--- config.mk ---
export PLATFORM = sky130hd
export DESIGN_NAME = hsi_s_rx_ctrl
export DESIGN_NICKNAME = d
export VERILOG_FILES = /design/src/rtl/hsi_s_rx_ctrl.sv
export SDC_FILE = /design/constraint.sdc
export NUM_CORES = 1
export LEC_CHECK = 0
export ABC_AREA = 1
export BUFFER_PORTS_ARGS = -buffer_cell sky130_fd_sc_hd__buf_4
export CORE_ASPECT_RATIO = 1.75
export CORE_MARGIN = 2
export CORE_UTILIZATION = 39
export CTS_BUF_LIST = sky130_fd_sc_hd__clkbuf_4 sky130_fd_sc_hd__clkbuf_8
export DETAILED_ROUTE_END_ITERATION = 8
export HOLD_SLACK_MARGIN = 0.03
export SETUP_SLACK_MARGIN = 0.02
export SLEW_MARGIN = 5
export SYNTH_ARGS = -nofsm -noshare
export SYNTH_HDL_FRONTEND = slang
export SYNTH_SLANG_ARGS = --single-unit
--- constraint.sdc ---
create_clock -name clk -period 2.1 [get_ports clk]
set_input_delay 0.525 -clock clk [delete_from_list [all_inputs] [get_ports clk]]
set_output_delay 0.525 -clock clk [all_outputs]
set_load 0.005 [all_outputs]
--- src/rtl/hsi_s_rx_ctrl.sv ---
// Slave-side HSI receive frame controller.
// Parses FLAG, LEN, payload, CRC_HI, CRC_LO from the decoded byte stream,
// forwards payload bytes, checks CRC16-CCITT and reports a good frame
// (rx_frame_end) or a rejected one (rx_err) to the transmit side.

`ifndef FLAG_CONTROL_COMMAND_WORD
`define FLAG_CONTROL_COMMAND_WORD 8'hA5
`endif
`ifndef FLAG_STATUS_REQUEST
`define FLAG_STATUS_REQUEST 8'h5A
`endif
`ifndef FLAG_DATA_PACKET_REQUEST
`define FLAG_DATA_PACKET_REQUEST 8'h3C
`endif

module hsi_s_rx_ctrl #(
  parameter int MAX_LEN     = 64,
  parameter int GAP_TIMEOUT = 1024
) (
  input  logic       clk,
  input  logic       n_rst,
  input  logic       clk_en,
  input  logic [7:0] d,
  input  logic       d_rdy,
  input  logic       dec_err,
  output logic [7:0] rx_flag,
  output logic [7:0] rx_len,
  output logic       rx_frame_end,
  output logic       rx_err,
  output logic [7:0] q,
  output logic       q_rdy,
  output logic       rx_busy
);

  localparam int                  DATA_W   = 8;
  localparam int                  GAP_W    = $clog2(GAP_TIMEOUT + 1);
  localparam logic [GAP_W-1:0]    GAP_MAX  = GAP_W'(GAP_TIMEOUT);
  localparam logic [GAP_W-1:0]    GAP_LAST = GAP_W'(GAP_TIMEOUT - 1);
  localparam logic [DATA_W-1:0]   LEN_MAX  = DATA_W'(MAX_LEN);
  localparam logic [15:0]         CRC_INIT = 16'hFFFF;
  localparam logic [15:0]         CRC_POLY = 16'h1021;

  typedef enum logic [2:0] {
    S_IDLE,
    S_LEN,
    S_PAYLOAD,
    S_CRC_HI,
    S_CRC_LO,
    S_DRAIN
  } state_t;

  state_t              state, state_n;
  logic [15:0]         crc, crc_n, crc_d;
  logic [DATA_W-1:0]   cnt, cnt_n;
  logic [DATA_W-1:0]   flag_r, flag_n;
  logic [DATA_W-1:0]   len_r, len_n;
  logic [GAP_W-1:0]    gap_cnt, gap_n;
  logic                gap_hit;
  logic [DATA_W-1:0]   rx_flag_n, rx_len_n, q_n;
  logic                q_rdy_n, end_n, err_n, busy_n;

  // Byte-wide CRC16-CCITT update, MSB first, no reflection.
  function automatic logic [15:0] crc16_upd(input logic [15:0] c, input logic [DATA_W-1:0] b);
    logic [15:0] r;
    r = c ^ {b, 8'h00};
    for (int i = 0; i < 8; i++) begin
      r = r[15] ? ((r << 1) ^ CRC_POLY) : (r << 1);
    end
    return r;
  endfunction

  // Only the three shared flag codes start a frame.
  function automatic logic is_flag(input logic [DATA_W-1:0] b);
    return (b == `FLAG_CONTROL_COMMAND_WORD) ||
           (b == `FLAG_STATUS_REQUEST)       ||
           (b == `FLAG_DATA_PACKET_REQUEST);
  endfunction

  // A byte arriving on the expiry cycle wins, so the hit requires no d_rdy.
  assign gap_hit = clk_en && !d_rdy && (gap_cnt == GAP_LAST);

  // Frame parser: next state, CRC, counters and next output values.
  always_comb begin
    state_n   = state;
    crc_n     = crc;
    cnt_n     = cnt;
    flag_n    = flag_r;
    len_n     = len_r;
    rx_flag_n = rx_flag;
    rx_len_n  = rx_len;
    q_n       = q;
    q_rdy_n   = 1'b0;
    end_n     = 1'b0;
    err_n     = 1'b0;
    crc_d     = crc16_upd(crc, d);

    case (state)
      S_IDLE: begin
        if (d_rdy) begin
          if (is_flag(d)) begin
            flag_n  = d;
            crc_n   = crc16_upd(CRC_INIT, d);
            state_n = S_LEN;
          end else begin
            err_n   = 1'b1;
            state_n = S_DRAIN;
          end
        end
      end
      S_DRAIN: begin
        if (gap_hit) state_n = S_IDLE;
      end
      default: begin
        // Line errors take priority over a coincident byte.
        if (dec_err) begin
          err_n   = 1'b1;
          state_n = S_DRAIN;
        end else if (d_rdy) begin
          case (state)
            S_LEN: begin
              if (d > LEN_MAX) begin
                err_n   = 1'b1;
                state_n = S_DRAIN;
              end else begin
                len_n   = d;
                cnt_n   = d;
                crc_n   = crc_d;
                state_n = (d == 8'd0) ? S_CRC_HI : S_PAYLOAD;
              end
            end
            S_PAYLOAD: begin
              q_n     = d;
              q_rdy_n = 1'b1;
              crc_n   = crc_d;
              cnt_n   = cnt - 8'd1;
              if (cnt == 8'd1) state_n = S_CRC_HI;
            end
            S_CRC_HI: begin
              crc_n   = crc_d;
              state_n = S_CRC_LO;
            end
            default: begin
              crc_n   = crc_d;
              state_n = S_IDLE;
              if (crc_d == 16'h0000) begin
                rx_flag_n = flag_r;
                rx_len_n  = len_r;
                end_n     = 1'b1;
              end else begin
                err_n = 1'b1;
              end
            end
          endcase
        end else if (gap_hit) begin
          // Line already idle for the full gap: no drain needed.
          err_n   = 1'b1;
          state_n = S_IDLE;
        end
      end
    endcase

    // Gap counter restarts on every byte and on entry to DRAIN.
    if (d_rdy || (state == S_IDLE) || ((state_n == S_DRAIN) && (state != S_DRAIN))) begin
      gap_n = '0;
    end else if (clk_en && (gap_cnt != GAP_MAX)) begin
      gap_n = gap_cnt + GAP_W'(1);
    end else begin
      gap_n = gap_cnt;
    end

    busy_n = state_n inside {S_LEN, S_PAYLOAD, S_CRC_HI, S_CRC_LO};
  end

  // State, datapath and registered outputs.
  always_ff @(posedge clk or negedge n_rst) begin
    if (!n_rst) begin
      state        <= S_IDLE;
      crc          <= CRC_INIT;
      cnt          <= '0;
      flag_r       <= '0;
      len_r        <= '0;
      gap_cnt      <= '0;
      rx_flag      <= '0;
      rx_len       <= '0;
      q            <= '0;
      q_rdy        <= 1'b0;
      rx_frame_end <= 1'b0;
      rx_err       <= 1'b0;
      rx_busy      <= 1'b0;
    end else begin
      state        <= state_n;
      crc          <= crc_n;
      cnt          <= cnt_n;
      flag_r       <= flag_n;
      len_r        <= len_n;
      gap_cnt      <= gap_n;
      rx_flag      <= rx_flag_n;
      rx_len       <= rx_len_n;
      q            <= q_n;
      q_rdy        <= q_rdy_n;
      rx_frame_end <= end_n;
      rx_err       <= err_n;
      rx_busy      <= busy_n;
    end
  end

endmodule

* Word-level counts from Yosys, hierarchy flattened
Index checks and enable logic that the tools add are counted.
** Storage, ports and cells
- Output and inout bits :: 28
- Register bits :: 82
- Logic and storage cells :: 140
- Input port bits :: 13
** Operators by class
- Add/sub/neg operators :: 2
- Order comparisons :: 1
- Bitwise logic cells :: 23
- Muxes and demuxes :: 55
- Equal/unequal tests :: 21
- Reductions and logical operators :: 25
** Operator list (count)
- $mux 13 :: 16
- $mux 16 :: 6
- $not 3->3 :: 16
- $pmux 16 s2 :: 1
- $mux 11 :: 2
- $mux 3 :: 7
- $mux 1 :: 17
- $logic_not 16->1 :: 1
- $not 16->16 :: 1
- $pmux 8 s2 :: 1
- $xor 16x16->16 :: 1
- $reduce_and 5->1 :: 3
- $eq 3x2->1 const B :: 4
- $add 11x1->11 const B :: 1
- $eq 11x10->1 const B :: 1
- $ne 11x11->1 const B :: 1
- $eq 3x3->1 const B :: 3
- $pmux 3 s3 :: 1
- $eq 8x1->1 const B :: 1
- $eq 8x6->1 const B :: 1
- $eq 8x7->1 const B :: 1
- $eq 8x8->1 const B :: 1
- $gt 8x7->1 const B :: 1
- $logic_not 8->1 :: 1
- other kinds (20) :: 38

* Logic depth before layout (Yosys ltp)
- Word-level depth :: 23
- Depth in mapped cells :: 17
- Gate-level depth less buffers :: 16

* Worst setup path before layout
OpenSTA, ideal clock, no wires.
- Path type :: input to register
- Start point :: in d[4]
- End point :: reg rx_flag[2]
- Stages on the path :: 16
- Arrival :: 1.778 ns
- Path buffers :: 2
- Required time :: 1.979 ns
- Setup slack :: 0.202 ns
- Library setup time :: 0.121 ns
- Path through :: buf_2 > inv_4 > nand2_1 > nand2_1 > nand2_1 > nand2_1 > nand2_1 > nand2_1 > nand2_1 > nor2_1 > nand3_1 > inv_1 > nand2_2 > buf_2 > nand2_1 > o21ai_1
** Between the ends
- Cells in the longest elaborated chain, start to end :: 8
** RTL lines
- from (decl) :: line 23 : input logic [7:0] d,
- $xor 16x16->16 * :: line 65 : r = c ^ {b, 8'h00};
- $mux 13 * :: line 67 : r = r[15] ? ((r << 1) ^ CRC_POLY) : (r << 1);
- $mux 13 (3 in series) :: line 67
- $mux 13 * :: line 67
- $logic_not 16->1 * :: line 145 : if (crc_d == 16'h0000) begin
- $reduce_and 5->1 (no source line) *
- to (signal assigned) :: line 197 : rx_flag <= rx_flag_n;
- to (decl) :: line 26 : output logic [7:0] rx_flag,
Mark *: on every way between the ends. The rest lies on a longest branch, timed or not.
A chain may end at the register's enable or synchronous reset.

* Final worst setup path
- Start point :: reg crc[12]
- End point :: reg rx_flag[1]
** Between the ends
- Cells in the longest elaborated chain, start to end :: 8
** RTL lines
- from (decl) :: line 53 : logic [15:0] crc, crc_n, crc_d;
- from (signal assigned) :: line 192 : crc <= crc_n;
- $xor 16x16->16 * :: line 65
- $mux 13 * :: line 67
- $mux 13 (3 in series) :: line 67
- $mux 13 * :: line 67
- $logic_not 16->1 * :: line 145
- $reduce_and 5->1 (no source line) *
Marked as above.

==> flow_summary.toml <==
[status]
status = "complete, no violations"

[power]
switching_power_uw = 799.9
totalPowerFinal_uw = 3054
ir_drop_mv = 0.2768
leakagePower_uw = 0.003100
p_int_uw = 2254
netSwitchingFraction_pct = 26.19
power_frac_clock_pct = 37.6
pwr-share-comb_pct = 10.4
seqPwrFrac_pct = 52.0
pwr_density_cell_mw_per_mm2 = 521.2

[final_layout]
nNetsFinal = 746
layout_commonest_cell = "nand2_1"
design_area_sq_mm = 0.005859
fillers = 1149
mostFrequentLayoutCells = "nand2_1, buf_4, inv_1, dfrtp_1, o21ai_0"
drive_gt1_share_pct = 28.07
antennaDiodeCount = 0
syn_to_final_growth_pct = 25.52
fin_cells = 869

[route]
drtAntennaViolNets = 0
avgViaCountPerCell = 5.037
drc = 0
vias = 4377
routedWlPerCell_microns = 14.32
totalWireLength_microns = 12450
dr.pass1.iters = 5
first_iter_violations = 232

[clock_tree]
cts_buffer_depth = 2
clk_pin_slew_ns = 0.08
clock-sinks = 82
root_buffer = "clkbuf_8"
htreeDepth = 3
cts-buffers-inserted = 9
clk_latency_ns = 0.37
cts_tree = "built"
ctsHoldBuffers = 0

[worst_setup_path]
required_ns = 2.36
cp_common_cell = "nand2_1"
cp_cell_sequence = "inv_1 -> nand2_1 -> nand2_1 -> nand2_1 -> buf_4 -> nand3_1 -> nor2_1 -> nand2_1 -> nor2_1 -> nand3_2 -> inv_2 -> nand2_4 -> clkbuf_16 -> nand2_2 -> o21ai_1"
arrival_ns = 2.23
path_max_fanout = 8
start_kind = "flip-flop"
critPathSlowestCell = "dfstp_2"
cp-end-kind = "flip-flop"
critPathMaxStageDelay_ns = 0.56
critPathKind = "flip-flop to flip-flop"

[global_route]
grt_max_degree = 38
grt_pass1_vias = 4173
top_usage_layer = "met2"
track_usage_pct = 19.49
grtUsageMet1_pct = 21.64
antenna_found_initial = 0
grt_pass1_wl_microns = 19640
grtUsageMet3_pct = 2.988
use_met2_pct = 36.38
grt-ovfl-total = 0

[floorplan]
num_rows = 52
io-pin-count = 41
chipHeight_microns = 148.7
die_area_sq_mm = 0.01290
initial_core_util_pct = 40.08
fp.dieW_microns = 86.71
core-area_sq_mm = 0.01165

[placed_design]
placed_cell_area_sq_mm = 0.005498
hpwl_microns = 9382
gp_congestion = 0.9732
dpl.cell_count = 848
portBuffers = 40

[flow_run]
cap_violations = 0

[synth]
synth.ff_latch_count = 82
synth_enable_flop_cells = 0
postSynthCellCount = 636
async_flop_share_pct = 100.0
synth_area_sq_mm = 0.004668
synth_cell_type_count = 38
synth_flop_cell = "dfrtp_1"
syn_nets = 653
ys_seq_area_share_pct = 44.38
syn_area_per_cell_sq_um = 7.340
yosys_warnings = 0

[sta]
whs_ns = 0.07378
setup_tns_ns = 0
period_share_pct = 94.02
slew_viol_final = 0
hold_violations = 0
fin_crit_ns = 1.974
finClkSkew_ns = 0.01204
setup_violations = 0
relSlewSlack_pct = 73.86
tightest_slew_ns = 0.3885
rsz0062_at_grt = "true"
fmax_mhz = 506.5

[min_path]
min_path_type = "primary input to async pin"
registers in the layout, summed over array words and instances, names as in the netlist:
name and cells:
gap_cnt 11, state 3, rx_frame_end 1, cnt 8, len_r 8, rx_err 1
flag_r 8, rx_busy 1, rx_len 8, q 8, crc 16, q_rdy 1
rx_flag 8
cells by family after synthesis:
kind of cell | count (synthesis) | synth area share, %
AO/OA/AOI/OAI | 93 | 10.75
AND/OR/NAND/NOR | 337 | 31.60
XOR/XNOR | 14 | 2.627
adder cells (fa/ha/maj) | 4 | 1.072
flip-flops | 82 | 44.38
buffers and inverters | 106 | 9.569
final timing paths:
path	end	slack, ns	startpoint	cells after the start
max	rx_flag[1]	0.13	crc[12]	15
min	flag_r[5]	0.07	n_rst	1
max reg2reg	rx_flag[1]	0.13	crc[12]	15
min reg2reg	rx_len[0]	0.49	len_r[0]	2
max in group asynchronous	crc[11]	1.37	n_rst	2
min in group clk	len_r[3]	0.46	d[3]	3
Yosys cell counts (2+ instances only):
master | count | area [sq um]
nand2_1 | 215 | 807.0
inv_1 | 69 | 259.0
dfrtp_1 | 66 | 1652
nor2_1 | 45 | 168.9
o21ai_0 | 45 | 225.2
nand3_1 | 27 | 135.1
o21ai_1 | 24 | 120.1
dfstp_2 | 16 | 420.4
buf_2 | 15 | 75.07
xor2_1 | 13 | 113.9
nor2_2 | 12 | 75.07
inv_2 | 10 | 37.54
a21oi_1 | 9 | 45.04
nor3_1 | 8 | 40.04
nand2_2 | 6 | 37.54
nand4_1 | 6 | 37.54
nor4_1 | 6 | 37.54
inv_4 | 5 | 31.28
o211ai_1 | 5 | 37.54
a31oi_1 | 4 | 25.02
ha_1 | 4 | 50.05
nor2_4 | 4 | 45.04
clkbuf_1 | 3 | 11.26
nand3b_1 | 3 | 22.52
nand2_4 | 2 | 22.52
o22ai_1 | 2 | 12.51
repair_timing:
action | CTS | global route
setup buffers | 0 | 2
resized for setup | 0 | 34
endpoints found under the setup margin | 0 | 29
per-stage QoR:
| stage | util, % | setup slack [ns] |
|---|---|---|
| global placement | 47.21 | -0.1392 |
| detailed placement | 47.21 | -0.07841 |
| finish | 50.31 | 0.1256 |
| CTS | 48.87 | 0.06238 |
| floorplan | - | 0.2019 |
| global route | 50.31 | -0.01044 |
critical path: cells and delay by family, from the launching register on:
family | cells | cell delay [ns]
AOI/OAI and AO/OA | 1 | 0.05
buffers and inverters | 4 | 0.46
DFF | 1 | 0.56
and+or+nand+nor | 10 | 0.79
power by group through the flow:
stage                     registers, uW  clock network (uW)  logic [uW]
after floorplan                    1620                   0         146
after global placement             1620                   0         302
after detailed placement           1620                   0         304
after CTS                          1590                1180         306
after global routing               1590                1240         354
final                              1590                1150         317
layout make-up:
class | count | area [sq um] | share of cell area, %
multi-input combinational | 448 | 2235 | 38.14
timing repair buffer | 102 | 845.8 | 14.44
clock buffer | 9 | 123.9 | 2.114
clock inverter | 7 | 70.07 | 1.196
sequential | 82 | 2072 | 35.36
tap | 135 | 168.9 | 2.883
inverter | 86 | 344.1 | 5.872
metal layers:
layer,share of wire [%],wire length [microns]
met3,3.6,443
met1,38,4704
met2,56,6922
met4,3.0,377
met5,0,0
(Power assumes the default switching activity.)
